### src/rtl/alu_bist_pkg.sv
// Shared types and helpers for the ALU built-in self-test controller:
// FSM state encoding, MISR polynomial/seed and the MISR step function.
package alu_bist_pkg;

  typedef enum logic [1:0] {
    ST_IDLE  = 2'd0,
    ST_DRIVE = 2'd1,
    ST_HOLD  = 2'd2,
    ST_DONE  = 2'd3
  } bist_state_e;

  localparam logic [15:0] MISR_POLY    = 16'h1021;
  localparam logic [15:0] DEFAULT_SEED = 16'hFFFF;
  localparam int unsigned DEF_WIDTH    = 4;
  localparam int unsigned DEF_OP_W     = 3;

  // Captured vector is {s, A, B, Y}.
  function automatic int unsigned res_w(input int unsigned width, input int unsigned op_w);
    return op_w + 3 * width;
  endfunction

  localparam int unsigned RES_W = res_w(DEF_WIDTH, DEF_OP_W);

  function automatic logic [15:0] misr_step(input logic [15:0] sig, input logic [15:0] din);
    return {sig[14:0], 1'b0} ^ (sig[15] ? MISR_POLY : 16'h0000) ^ din;
  endfunction

endpackage

### src/rtl/alu_bist_misr.sv
// 16-bit multiple-input signature register; load has priority over en.
module alu_bist_misr
  import alu_bist_pkg::*;
(
  input  logic        clk,
  input  logic        rst,
  input  logic        load,
  input  logic [15:0] seed,
  input  logic        en,
  input  logic [15:0] din,
  output logic [15:0] sig
);

  logic [15:0] sig_r;

  // Signature register: seed on reset/load, one fold per enabled edge.
  always_ff @(posedge clk) begin
    if (rst) begin
      sig_r <= seed;
    end else if (load) begin
      sig_r <= seed;
    end else if (en) begin
      sig_r <= misr_step(sig_r, din);
    end else begin
      sig_r <= sig_r;
    end
  end

  assign sig = sig_r;

endmodule

### src/rtl/alu_bist_ctrl.sv
// Self-test sequencer for the 4-bit ALU: walks every enabled op over all
// operand pairs, streams {s,A,B,Y} over valid/ready and signs Y into a MISR.
module alu_bist_ctrl
  import alu_bist_pkg::*;
#(
  parameter int unsigned          WIDTH    = 4,
  parameter int unsigned          OP_W     = 3,
  parameter logic [(2**OP_W)-1:0] OP_MASK  = 8'hFF,
  parameter int unsigned          SETTLE   = 1,
  parameter logic [15:0]          SIG_SEED = DEFAULT_SEED
) (
  input  logic                       clk,
  input  logic                       rst,
  input  logic                       start,
  input  logic [15:0]                exp_sig,
  output logic [WIDTH-1:0]           alu_a,
  output logic [WIDTH-1:0]           alu_b,
  output logic [OP_W-1:0]            alu_s,
  input  logic [WIDTH-1:0]           alu_y,
  output logic                       res_valid,
  input  logic                       res_ready,
  output logic [OP_W+3*WIDTH-1:0]    res_data,
  output logic                       busy,
  output logic                       done,
  output logic                       pass,
  output logic [15:0]                signature
);

  localparam int unsigned NUM_OPS = 2**OP_W;
  localparam int unsigned DATA_W  = res_w(WIDTH, OP_W);
  localparam int unsigned CNT_W   = (SETTLE > 1) ? $clog2(SETTLE) : 1;

  localparam logic [WIDTH-1:0]  OPND_ZERO = {WIDTH{1'b0}};
  localparam logic [WIDTH-1:0]  OPND_ONE  = WIDTH'(1'b1);
  localparam logic [WIDTH-1:0]  OPND_MAX  = {WIDTH{1'b1}};
  localparam logic [OP_W-1:0]   OP_ZERO   = {OP_W{1'b0}};
  localparam logic [CNT_W-1:0]  CNT_ZERO  = {CNT_W{1'b0}};
  localparam logic [CNT_W-1:0]  CNT_ONE   = CNT_W'(1'b1);
  localparam logic [CNT_W-1:0]  CNT_LAST  = CNT_W'(SETTLE - 1);
  localparam logic [DATA_W-1:0] DATA_ZERO = {DATA_W{1'b0}};

  bist_state_e       state_r, state_s;
  logic [CNT_W-1:0]  cnt_r, cnt_s;
  logic [WIDTH-1:0]  a_r, a_s, b_r, b_s;
  logic [OP_W-1:0]   s_r, s_s;
  logic [DATA_W-1:0] data_r, data_s;
  logic              valid_r, valid_s, busy_r, busy_s, done_r, done_s, pass_r, pass_s;
  logic              misr_load_s, misr_en_s;
  logic [OP_W-1:0]   first_op_s, next_op_s;
  logic              has_first_s, has_next_s;

  // Lowest enabled op, and the next enabled op above the current one.
  always_comb begin
    first_op_s  = OP_ZERO;
    has_first_s = 1'b0;
    next_op_s   = OP_ZERO;
    has_next_s  = 1'b0;
    for (int k = NUM_OPS - 1; k >= 0; k--) begin
      if (OP_MASK[k]) begin
        first_op_s  = OP_W'(k);
        has_first_s = 1'b1;
      end else begin
        has_first_s = has_first_s;
      end
      if (OP_MASK[k] && (k > int'(s_r))) begin
        next_op_s  = OP_W'(k);
        has_next_s = 1'b1;
      end else begin
        has_next_s = has_next_s;
      end
    end
  end

  // Next-state and next-output logic for the sweep FSM.
  always_comb begin
    state_s     = state_r;
    cnt_s       = cnt_r;
    a_s         = a_r;
    b_s         = b_r;
    s_s         = s_r;
    data_s      = data_r;
    valid_s     = valid_r;
    busy_s      = busy_r;
    done_s      = done_r;
    pass_s      = pass_r;
    misr_load_s = 1'b0;
    misr_en_s   = 1'b0;
    case (state_r)
      ST_IDLE, ST_DONE: begin
        if (start) begin
          misr_load_s = 1'b1;
          a_s         = OPND_ZERO;
          b_s         = OPND_ZERO;
          cnt_s       = CNT_ZERO;
          if (has_first_s) begin
            s_s     = first_op_s;
            busy_s  = 1'b1;
            done_s  = 1'b0;
            pass_s  = 1'b0;
            state_s = ST_DRIVE;
          end else begin
            // Nothing to sweep: finish immediately on the seed value.
            s_s     = OP_ZERO;
            busy_s  = 1'b0;
            done_s  = 1'b1;
            pass_s  = (SIG_SEED == exp_sig);
            state_s = ST_DONE;
          end
        end else begin
          state_s = state_r;
        end
      end
      ST_DRIVE: begin
        if (cnt_r == CNT_LAST) begin
          data_s    = {s_r, a_r, b_r, alu_y};
          valid_s   = 1'b1;
          misr_en_s = 1'b1;
          cnt_s     = CNT_ZERO;
          state_s   = ST_HOLD;
        end else begin
          cnt_s = cnt_r + CNT_ONE;
        end
      end
      ST_HOLD: begin
        if (res_ready) begin
          valid_s = 1'b0;
          state_s = ST_DRIVE;
          if (b_r != OPND_MAX) begin
            b_s = b_r + OPND_ONE;
          end else if (a_r != OPND_MAX) begin
            a_s = a_r + OPND_ONE;
            b_s = OPND_ZERO;
          end else if (has_next_s) begin
            s_s = next_op_s;
            a_s = OPND_ZERO;
            b_s = OPND_ZERO;
          end else begin
            busy_s  = 1'b0;
            done_s  = 1'b1;
            pass_s  = (signature == exp_sig);
            state_s = ST_DONE;
          end
        end else begin
          state_s = ST_HOLD;
        end
      end
      default: begin
        state_s = ST_IDLE;
      end
    endcase
  end

  // FSM, counters and output registers.
  always_ff @(posedge clk) begin
    if (rst) begin
      state_r <= ST_IDLE;
      cnt_r   <= CNT_ZERO;
      a_r     <= OPND_ZERO;
      b_r     <= OPND_ZERO;
      s_r     <= OP_ZERO;
      data_r  <= DATA_ZERO;
      valid_r <= 1'b0;
      busy_r  <= 1'b0;
      done_r  <= 1'b0;
      pass_r  <= 1'b0;
    end else begin
      state_r <= state_s;
      cnt_r   <= cnt_s;
      a_r     <= a_s;
      b_r     <= b_s;
      s_r     <= s_s;
      data_r  <= data_s;
      valid_r <= valid_s;
      busy_r  <= busy_s;
      done_r  <= done_s;
      pass_r  <= pass_s;
    end
  end

  alu_bist_misr u_misr (
    .clk  (clk),
    .rst  (rst),
    .load (misr_load_s),
    .seed (SIG_SEED),
    .en   (misr_en_s),
    .din  (16'(alu_y)),
    .sig  (signature)
  );

  assign alu_a     = a_r;
  assign alu_b     = b_r;
  assign alu_s     = s_r;
  assign res_data  = data_r;
  assign res_valid = valid_r;
  assign busy      = busy_r;
  assign done      = done_r;
  assign pass      = pass_r;

endmodule

### config.mk
export PLATFORM = sky130hd
export DESIGN_NAME = alu_bist_ctrl
export DESIGN_NICKNAME = d
export VERILOG_FILES = /design/src/rtl/alu_bist_pkg.sv /design/src/rtl/alu_bist_misr.sv /design/src/rtl/alu_bist_ctrl.sv
export SDC_FILE = /design/constraint.sdc
export NUM_CORES = 1
export LEC_CHECK = 0
export CAP_MARGIN = 20
export CORE_MARGIN = 2
export CORE_UTILIZATION = 51
export CTS_CLUSTER_DIAMETER = 200
export CTS_CLUSTER_SIZE = 40
export DETAILED_ROUTE_END_ITERATION = 10
export PLACE_DENSITY_LB_ADDON = 0.12
export SLEW_MARGIN = 20
export SYNTH_ARGS = -nofsm -noshare
export SYNTH_HDL_FRONTEND = slang
export SYNTH_SLANG_ARGS = --single-unit
### constraint.sdc
create_clock -name clk -period 5.7 [get_ports clk]
set_clock_uncertainty 0.2 [all_clocks]
set_input_delay 1.14 -clock clk [delete_from_list [all_inputs] [get_ports clk]]
set_output_delay 1.14 -clock clk [all_outputs]
set_load 0.02 [all_outputs]
== Word level (Yosys, flattened, before mapping) ==
Cells that the tools add are included.

* Reduce and logical (&&, ||, !) cells: 14
* $add $sub $neg: 3
* Equality and inequality tests: 15
* $lt $le $gt $ge: 7
* Multiplexer cells: 64
* Bitwise logic cells: 3

{| class="wikitable"
|+ Operators with widths
! operator !! count
|-
| $mux W3 || 12
|-
| $mux W4 || 8
|-
| $mux W1 || 28
|-
| $eq A16 B16 Y1 || 1
|-
| $pmux W4 S2 || 2
|-
| $xor A16 B16 Y16 || 1
|-
| $xor A16 B4 Y16 || 1
|-
| $ne A2 B2 Y1 const B || 7
|-
| $mux W13 || 1
|-
| $gt A3 B3 Y1 const A || 4
|-
| $mux W2 || 6
|-
| $ne A4 B4 Y1 const B || 3
|-
| $reduce_and A6 Y1 || 2
|-
| $pmux W1 S2 || 5
|-
| $add A4 B1 Y4 const B || 2
|-
| $gt A2 B3 Y1 const A || 2
|-
| $pmux W2 S3 || 1
|-
| $pmux W3 S2 || 1
|-
| $reduce_and A2 Y1 || 3
|-
| $reduce_bool A2 Y1 || 3
|-
| $reduce_and A5 Y1 || 1
|-
| $eq A2 B2 Y1 const B || 2
|-
| $reduce_and A4 Y1 || 1
|-
| $reduce_or A2 Y1 || 2
|-
| 7 further kinds || 7
|}

* Output and inout port bits: 46
* Logic and storage cells: 117
* Register bits after elaboration: 49

== Logic depth before layout (Yosys ltp) ==
* Word-level depth: 13
* Gate-level depth with buffers: 8
* Depth with buffers taken out: 6

== Modules after synthesis ==
From an unflattened synthesis, not the netlist that was laid out.

* Cells, all modules: 253
* Area, all modules: 2546.2 sq um

{| class="wikitable"
|+ By module, submodules not included
! module !! instances !! cells an instance !! sequential area each (sq um) !! area each (sq um)
|-
| alu_bist_ctrl || 1 || 183 || 640.6 || 1649.1
|-
| alu_bist_misr || 1 || 70 || 480.5 || 897.1
|}

== Worst setup path after synthesis ==
Ideal clock, no wire load.

* Kind: input-to-reg
* Start: input port res_ready
* End: register busy_r, in the netlist busy
* Required time: 5.385 ns
* Stages on the path: 4
* Setup slack: 3.338 ns
* Data arrival time: 2.047 ns
* Cells stage by stage: nor2b_1 > or3_1 > nor2_1 > o21ba_2

* Word-level cells in the longest chain between the ends: 2

{| class="wikitable"
|+ RTL lines
! item !! RTL line !! text
|-
| from (decl) || alu_bist_ctrl.sv:21 || <nowiki>input logic res_ready,</nowiki>
|-
| $ne A2 B2 Y1 (no source line) || - ||
|-
| $reduce_and A6 Y1 (no source line) || - ||
|-
| to (signal assigned) || alu_bist_ctrl.sv:174 || <nowiki>busy_r <= busy_s;</nowiki>
|-
| to (decl) || alu_bist_ctrl.sv:47 || <nowiki>logic valid_r, valid_s, busy_r, busy_s, done_r, done_s, pass_r, pass_s;</nowiki>
|}

Every way passes these cells.
A chain may end at the register's enable or synchronous reset.

== Worst setup path after layout ==
* Start: register u_misr.sig_r[15], in the netlist u_misr.sig[15]
* End: output port signature[15]

{| class="wikitable"
|+ RTL lines
! item !! RTL line !! text
|-
| from (decl) || alu_bist_misr.sv:14 || <nowiki>logic [15:0] sig_r;</nowiki>
|-
| from (signal assigned) || alu_bist_misr.sv:23 || <nowiki>sig_r <= misr_step(sig_r, din);</nowiki>
|-
| from (signal assigned) || alu_bist_misr.sv:25 || <nowiki>sig_r <= sig_r;</nowiki>
|-
| to (decl) || alu_bist_ctrl.sv:26 || <nowiki>output logic [15:0] signature</nowiki>
|}

No word-level cell between the ends.

==> summary.txt <==
Status
  • Status: finished, final reports clean

Routing
  • Final wirelength: between 5 and 6 mm
  • Antenna-violating nets left: 0
  • DR WL/cell: approximately 14 um
  • Via count: between 2000 and 2500
  • Vias per cell: approximately 5.5
  • # DRC: 0
  • First-pass iteration count of the detailed router: 4
  • 1st-iter DRT viols: 136

Yosys
  • Netlist cell types: 45
  • Commonest cells in the netlist: 48 x dfxtp_1, 31 x nand2_1, 26 x mux2i_1
  • Mapped Cells: 260
  • Register bit total from synthesis: 48
  • Post-Syn Area per Cell: 9.06 um^2
  • Syn_nets: roughly 290
  • Post-synth EDFFs: 0
  • Largest family of logic cells by synthesized area: simple AND/OR/NAND/NOR gates
  • Yosys warns: 0
  • Top-area cell type share of the netlist area: between 40% and 50%
  • Top post-synthesis cells by area: dfxtp_1 41%, mux2i_1 11%, nand2_1 4.9%
  • Post-synthesis sequential area ratio: 40.8%
  • Synth Area in Compound Gates: between 10 and 15%
  • Simple-Gate Fraction of Synth Area: 19.4%
  • Adder-cell share of the synthesized area: under 10%
  • Count leader, synth: dfxtp_1
  • Async SR Flop Fraction: 0%
  • Mux cell area share after synthesis: between 10% and 20%
  • Top_reg_cell synth: dfxtp_1
  • Dominant cell type by area after synthesis: dfxtp_1
  • XOR/XNOR Fraction of Synth Area: a little over 8%
  • Mapped cell area: around 2400 um^2

Die
  • # IOs: 70
  • Starting Density: 53.3%
  • Die H: just over 70 um
  • CORE AREA: around 4400 um^2
  • Die width: approximately 72 um
  • Num rows: 24
  • Die area: 5180 um^2

Clock network
  • Clock Latency Late Sink: 300 ps
  • CTS buffer count: 5
  • CTS tree: built
  • Post-CTS sizing: 0
  • Cts hold-fix bufs: 0
  • Root Buffer: clkbuf_8
  • CTS max path bufs: 2
  • Reg clk slew, reported paths: ~80 ps
  • # H-tree levels: 2
  • Setup bufs post-CTS: 0
  • TritonCTS Sinks: 48

Placement
  • DP Cell Count: 368
  • Worst Setup Slack post-DPL: roughly 2500 ps
  • Post-DP Area: ~3000 um^2
  • Post-DP HPWL: between 3 and 4 mm
  • GPL Wtd Cong: 0.852
  • Port Buffers: 69

Finish
  • Area delta synth->final: 33.5%
  • Ant diodes: 0
  • Fill cells: about 360
  • Final core occ: a little under three quarters
  • FF+latch area: 961 um^2
  • Nets@finish: 352
  • Post-Layout Inst Area: between 3000 and 4000 um^2
  • Fraction of layout cells with a size suffix above 1: under 10%
  • Footprint of the multi-input gates: between 1000 and 1500 um^2
  • Final Non-Filler Cells: around 380

STA
  • Post-route minimum period: approximately 2900 ps
  • Final slew viol count: 0
  • Max Fclk: roughly 350 MHz
  • Final setup TNS: 0 ps
  • RSZ-0062 raised after global routing: no
  • WHS: just under 300 ps
  • Final period util: between 50% and 60%
  • Rel. slew slack: 32.3%
  • Least-Margin Pin Slew: 1020 ps
  • Number of setup violations in the final report: 0
  • Post-route setup slack: roughly 2800 ps
  • Final hold vios: 0

Global routing
  • Number of global-route vias before repair: just over 2000
  • Initial antenna violation count: 0
  • Total global routing overflow: 0
  • First-pass GRT wire length: a little over 9 mm
  • Pin count of the biggest net entering global routing: about 40
  • GRT Resource Usage Total: 21.7%

Setup path
  • Critical Path AT: roughly 1500 ps
  • Worst Setup EP: signature[15]
  • Crit Path Max Fanout: 6
  • Flop2flop setup slack: roughly 3200 ps
  • WP data required: about 4400 ps
  • Reg2Reg Launch Point: state_r[0]$_SDFFE_PP0P_
  • Critical path depth in cells: 1
  • Kind of critical path: reg -> out
  • Delay-heaviest family, CP: buffers and inverters
  • CP Cell Sequence: clkdlybuf4s50_1
  • Crit-path max cell delay: 680 ps
  • Critical-path top delay cell: clkdlybuf4s50_1
  • Critical path capture point type: primary output
  • Element type at the critical path start: flop
  • Bufs and invs on worst path: 1
  • Crit path launch: u_misr.sig[15]$_SDFFE_PP1P_
  • Reg-to-Reg End: alu_a[0]$_SDFFE_PP0P_
  • R2R cell count: 6

Power and ir drop
  • Leakage: roughly 1.1 nW
  • Total Power: approximately 1.1 mW
  • Cell Pwr Density: 341 nW/um^2
  • Peak VDD IR: ~0.2 mV

Worst hold path
  • Hold WC Path Type: reg -> reg

Flow run
  • Max Cap Violations: 0
logic make-up after synthesis:
| family | count (synthesis) |
|---|---|
| AOI/OAI and AO/OA | 45 |
| xor gates and xnor gates | 22 |
| buffers and inverters | 23 |
| adders and majority gates | 5 |
| muxes | 26 |
| DFF | 48 |
| and+or+nand+nor | 91 |
worst min path at each step:
| stage | depth (start not counted) | startpoint | endpoint | slack, ps |
|---|---|---|---|---|
| 2_1_floorplan | 2 | state_r[1]$_SDFFE_PP0P_ | state_r[1]$_SDFFE_PP0P_ | 280 |
| 3_3_place_gp | 2 | res_data[8]$_SDFFE_PP0P_ | res_data[8]$_SDFFE_PP0P_ | 270 |
| 3_5_place_dp | 2 | res_data[6]$_SDFFE_PP0P_ | res_data[6]$_SDFFE_PP0P_ | 280 |
| 4_1_cts | 2 | res_data[6]$_SDFFE_PP0P_ | res_data[6]$_SDFFE_PP0P_ | 300 |
| 5_1_grt | 2 | res_data[6]$_SDFFE_PP0P_ | res_data[6]$_SDFFE_PP0P_ | 330 |
| 6_report | 2 | res_data[6]$_SDFFE_PP0P_ | res_data[6]$_SDFFE_PP0P_ | 290 |
report_power, final:
part,internal [mW],switching (mW)
Sequential,0.370,0.0341
Clock,0.0836,0.107
Combinational,0.205,0.272
Total,0.658,0.413
placed cells by master, fill, tap and decap left out, drive strengths merged, types with 2 or more instances in the layout:
cell type      synthesis  final
a211oi                 3      3
a21oi                  5      5
a31oi                  7      7
a41oi                  2      2
and3                   3      3
clkbuf                10      6
clkdlybuf4s50          0     69
dfxtp                 48     48
ha                     5      5
inv                    9      9
mux2i                 26     26
nand2                 31     31
nand2b                 4      4
nand3                  5      5
nand4                  3      3
nor2                  24     24
nor2b                  3      3
nor3                  10     10
nor4                   4      4
o211ai                 2      2
o21ai                 10     10
o32ai                  5      5
xnor2                 10     10
xor2                  12     12
sequential cells by signal, indices dropped and copies added, names as in the netlist:
| signal | cells |
|---|---|
| alu_a | 4 |
| alu_b | 4 |
| alu_s | 3 |
| busy | 1 |
| done | 1 |
| pass | 1 |
| res_data | 15 |
| res_valid | 1 |
| state_r | 2 |
| u_misr.sig | 16 |
per-layer routing:
metal  track usage (%)  routed length, um  up-vias  part of all wire [%]
li1                  -                  -     1038                     -
met5                 0                  0        -                     0
met4              6.29                 49        0                  0.93
met2              35.9               2550       56                    48
met3              5.42                240        6                   4.5
met1              28.3               2440      949                    46
layout make-up:
type,count,area share (%)
well taps,52,2.07
inverters,9,1.07
multi-input cells,189,41.6
clock buffers,6,2.31
flip-flops and latches,48,30.6
repair buffers,70,22.2
clock inverters,1,0.159
No activity file was read; power rests on OpenSTA's default activity.
